**config.mk**
```make
export PLATFORM = sky130hd
export DESIGN_NAME = fetch_queue
export DESIGN_NICKNAME = d
export VERILOG_FILES = /design/src/rtl/fetch_queue.sv
export SDC_FILE = /design/constraint.sdc
export NUM_CORES = 1
export LEC_CHECK = 0
export ABC_AREA = 0
export CORE_MARGIN = 2
export CORE_UTILIZATION = 32
export CTS_CLUSTER_DIAMETER = 150
export DETAILED_ROUTE_END_ITERATION = 8
export GPL_ROUTABILITY_DRIVEN = 1
export MAX_ROUTING_LAYER = met4
export SLEW_MARGIN = 40
export SYNTH_ARGS = -nofsm -noshare
export SYNTH_HDL_FRONTEND = slang
export SYNTH_SLANG_ARGS = --single-unit
```
**constraint.sdc**
```tcl
create_clock -name clk -period 4.2 [get_ports clk]
set_clock_uncertainty 0.1 [all_clocks]
set_input_delay 1.26 -clock clk [delete_from_list [all_inputs] [get_ports clk]]
set_output_delay 1.26 -clock clk [all_outputs]
set_load 0.02 [all_outputs]
```
**src/rtl/fetch_queue.sv**
```systemverilog
// Instruction fetch front end: one outstanding memory request, a circular
// instruction queue toward decode, and redirect flush with stale-response drop.
module fetch_queue #(
  parameter int                ADDR_W   = 32,
  parameter int                DEPTH    = 4,
  parameter logic [ADDR_W-1:0] RESET_PC = '0
) (
  input  logic                    clk,
  input  logic                    reset,
  output logic                    imem_req,
  output logic [ADDR_W-1:0]       imem_addr,
  input  logic                    imem_ready,
  input  logic                    imem_rvalid,
  input  logic [31:0]             imem_rdata,
  input  logic                    redirect_valid,
  input  logic [ADDR_W-1:0]       redirect_pc,
  output logic                    out_valid,
  input  logic                    out_ready,
  output logic [31:0]             out_instr,
  output logic [ADDR_W-1:0]       out_pc_plus4,
  output logic [$clog2(DEPTH):0]  count
);
  localparam int PW = $clog2(DEPTH);
  localparam int CW = PW + 1;

  typedef struct packed {
    logic [31:0]       instr;
    logic [ADDR_W-1:0] pcp4;
  } entry_t;

  entry_t            r_q [DEPTH];
  logic [ADDR_W-1:0] r_fetch_pc, r_req_pc;
  logic              r_out, r_stale;
  logic [PW-1:0]     r_rd_ptr, r_wr_ptr;
  logic [CW-1:0]     r_count;

  logic w_hs, w_rsp, w_push, w_pop;

  // Gating with reset keeps the request low while reset is held, and lets the
  // first request appear as soon as reset releases.
  assign imem_req  = reset & ~r_out & (r_count < CW'(DEPTH)) & ~redirect_valid;
  assign imem_addr = r_fetch_pc;
  assign w_hs      = imem_req & imem_ready;
  assign w_rsp     = imem_rvalid & r_out;
  assign w_push    = w_rsp & ~r_stale & ~redirect_valid;
  assign w_pop     = out_valid & out_ready & ~redirect_valid;

  assign out_valid    = (r_count != '0);
  assign out_instr    = r_q[r_rd_ptr].instr;
  assign out_pc_plus4 = r_q[r_rd_ptr].pcp4;
  assign count        = r_count;

  always_ff @(posedge clk) begin
    if (w_push) r_q[r_wr_ptr] <= '{instr: imem_rdata, pcp4: r_req_pc + ADDR_W'(4)};
  end

  always_ff @(posedge clk or negedge reset) begin
    if (!reset) begin
      r_fetch_pc <= RESET_PC & ~ADDR_W'(3);
      r_req_pc   <= '0;
      r_out      <= 1'b0;
      r_stale    <= 1'b0;
      r_rd_ptr   <= '0;
      r_wr_ptr   <= '0;
      r_count    <= '0;
    end else if (redirect_valid) begin
      r_count    <= '0;
      r_rd_ptr   <= r_wr_ptr;
      r_fetch_pc <= redirect_pc & ~ADDR_W'(3);
      // An in-flight response either lands now (drop it) or later (mark stale).
      if (r_out) begin
        if (imem_rvalid) begin
          r_out   <= 1'b0;
          r_stale <= 1'b0;
        end else begin
          r_stale <= 1'b1;
        end
      end
    end else begin
      if (w_rsp) begin
        r_out   <= 1'b0;
        r_stale <= 1'b0;
      end
      if (w_hs) begin
        r_out      <= 1'b1;
        r_req_pc   <= r_fetch_pc;
        r_fetch_pc <= r_fetch_pc + ADDR_W'(4);
      end
      if (w_push) r_wr_ptr <= r_wr_ptr + PW'(1);
      if (w_pop)  r_rd_ptr <= r_rd_ptr + PW'(1);
      case ({w_push, w_pop})
        2'b10:   r_count <= r_count + CW'(1);
        2'b01:   r_count <= r_count - CW'(1);
        default: r_count <= r_count;
      endcase
    end
  end
endmodule

```
==> flow_summary.ini <==
[run_status]
status = finished clean

[cts]
post_cts_buffers = 0
clockBufferDepth = 3
worstSkewPairLatency_ps = 520
clock-sinks = 317
h-tree-depth = 2
cts.clk_slew.worst_paths_ps = 60
tritoncts = yes
cts_resized = 0
cts_root_buffer = clkbuf_16
cts-hold-fix-buffers = 0
cts_made_buffers = 36

[timing]
fmax_mhz = 249.8
rsz0062_at_grt = no
setup_viol_count_final = 0
slew_violations = 0
period_minus_slack_ps = 4004
setup_slack_ps = 196.3
tightest_slew_ps = 603.3
hold_ws_ps = 408.0
setup_tns_ps = 0
hold_viol = 0
relSlewSlack_pct = 59.74
period_share_pct = 95.33

[synth]
ys.flop_type = edfxtp_1
synth_compound_area_share_pct = 3.551
netlist_area_sq_um = 12930
ys_types = 45
syn_inst = 795
synth_top_family_by_area = multiplexers
syn_area_per_cell_sq_um = 16.27
synthMuxAreaShare_pct = 10.95
async_flop_share_pct = 21.77
synth_xor_area_share_pct = 2.370
yosys.area_share.simple_pct = 9.723
ys_seq_elements = 317
synthAdderAreaFrac_pct = 0.7353
synth_seq_area_share_pct = 70.94
synth_edf_count = 248
ys_warn_count = 0

[worst_setup_path]
worstPathArrival_ps = 2640
cp_slowest_stage_delay_ps = 650
end_kind = output port
crit_slowest_cell = dfrtp_4
cp_max_fo = 25
reg2regPathDepth = 6
critPathKind = register to output port
critPathLaunchType = register
crit_family = buffers and inverters
path_cells = buf_12 -> mux4_2 -> clkdlybuf4s50_1
crit_buf_inv = 2
crit_required_ps = 2840
cp.depth = 3

[floorplan]
core_sq_um = 39820
fp.dieArea_sq_um = 42040
rows = 73
die_h_um = 205.0
io_pins = 171
die_w_um = 205.0
initial_core_util_pct = 32.47

[cells_and_area]
layout.cells.non_filler = 1530
fin_nets = 1059
final_cell_mix = edfxtp_1 (248), clkdlybuf4s50_1 (162), nand2_1 (124)
syn_to_final_growth_pct = 26.78
fillCellCount = 3687
layout_commonest_cell = edfxtp_1
diodes = 0
postLayoutCoreUtil_pct = 41.17
drive_above_1_share_pct = 14.23
final_area_sq_um = 16400

[min_path]
hold_depth = 2
hold_class = register to register

[global_route]
antenna_found_initial = 0
track_usage_pct = 14.00
grt_pass1_wl_mm = 43.72
grt_pass1_vias = 7663
grt.overflow.total = 0
grt_max_degree = 63

[pwr]
power.internal_mw = 6.959
irDropWorstVdd_uv = 221.4
total_power_mw = 9.906
p_leak_nw = 5.689
pwr-share-seq_pct = 41.1
pwr-share-clk_pct = 29.5
power_density_nw_per_um2 = 604.2
p_comb_share_pct = 29.3
switchingPower_mw = 2.947
swShare_pct = 29.75

[detailed_routing]
route.detailed.drc = 0
routedWlPerCell_um = 18.35
avgViaCountPerCell = 4.875
drt_iter0_markers = 347
firstDrtPassIters = 5
routed_wl_mm = 28.08
antenna_left = 0
num_vias = 7458

[placement]
dpl-instance-area_sq_um = 15300
place.detailed.hpwl_mm = 17.75
dp.cells = 1469
routabilityCongestion = 0.8086
port_buffers = 164
preCtsSetupSlack_ps = 428.5

[run]
drv_cap = 0
-- power groups by stage --
stage	Clock, mW	Combinational [mW]	Sequential, mW
after floorplan	0	1.73	4.07
after global placement	0	2.95	4.13
after detailed placement	0	2.98	4.14
after CTS	3.02	2.98	4.08
after global routing	3.14	3.14	4.12
final	2.92	2.91	4.08
-- synth_stat cells (7+ instances only) --
library cell / number / area, sq um
buf_2: 11 / 55.05
a221o_1: 9 / 90.09
clkbuf_1: 20 / 75.07
nand3_1: 27 / 135.1
nor2b_1: 9 / 56.30
o21ai_0: 31 / 155.2
and3_1: 11 / 68.82
o311ai_0: 7 / 61.31
nor3_1: 11 / 55.05
xor2_1: 15 / 131.4
edfxtp_1: 248 / 7447
dfrtp_1: 69 / 1727
nand4_1: 11 / 68.82
mux4_2: 62 / 1396
nand2_1: 124 / 465.5
inv_1: 10 / 37.54
nor2_1: 21 / 78.83
xnor2_1: 20 / 175.2
-- logic make-up (layout without fill, tap and decap cells) --
| group | Yosys count | count (layout) |
|---|---|---|
| flops | 317 | 317 |
| simple gates | 255 | 255 |
| compound gates | 68 | 68 |
| mux | 64 | 64 |
| buf+inv | 48 | 255 |
| xor+xnor | 35 | 35 |
| fa+ha+maj | 7 | 7 |
| other cells | 1 | 4 |
-- layer usage --
metal	up-vias	global-route usage, %	wire, um
met5	-	-	0
met4	0	4.060	662
met3	47	2.720	1482
met2	204	20.86	12520
met1	3762	19.54	13420
li1	3445	-	-
-- layout make-up --
type | instances | area (sq um) | area share, %
Clock inverter | 10 | 92.59 | 0.5647
Sequential cell | 317 | 9179 | 55.98
Multi-Input combinational cell | 433 | 3562 | 21.73
Inverter | 10 | 37.54 | 0.2289
Tap cell | 525 | 656.9 | 4.006
Clock buffer | 51 | 998.5 | 6.090
Timing Repair Buffer | 184 | 1869 | 11.40
-- worst paths after layout --
path,slack [ps],start,end
max,200,r_rd_ptr[0],out_pc_plus4[14]
max reg2reg,1730,count[2],imem_addr[15]
min in group asynchronous,710,reset,imem_addr[2]
min reg2reg,410,r_req_pc[31],r_req_pc[31]
min,410,r_req_pc[31],r_req_pc[31]
max in group asynchronous,2360,reset,r_rd_ptr[0]
-- registers in the layout, indices dropped and copies added (netlist names) --
name	count
r_q	248
imem_addr	30
r_req_pc	30
count	3
r_rd_ptr	2
r_wr_ptr	2
r_out	1
r_stale	1
-- tightest hold or removal path, cell delays in order, from the launching register on --
cell and delay [ps]:
dfrtp_1 360, nand2_1 60, nand2_1 60
No activity file was read; power rests on OpenSTA's default activity.
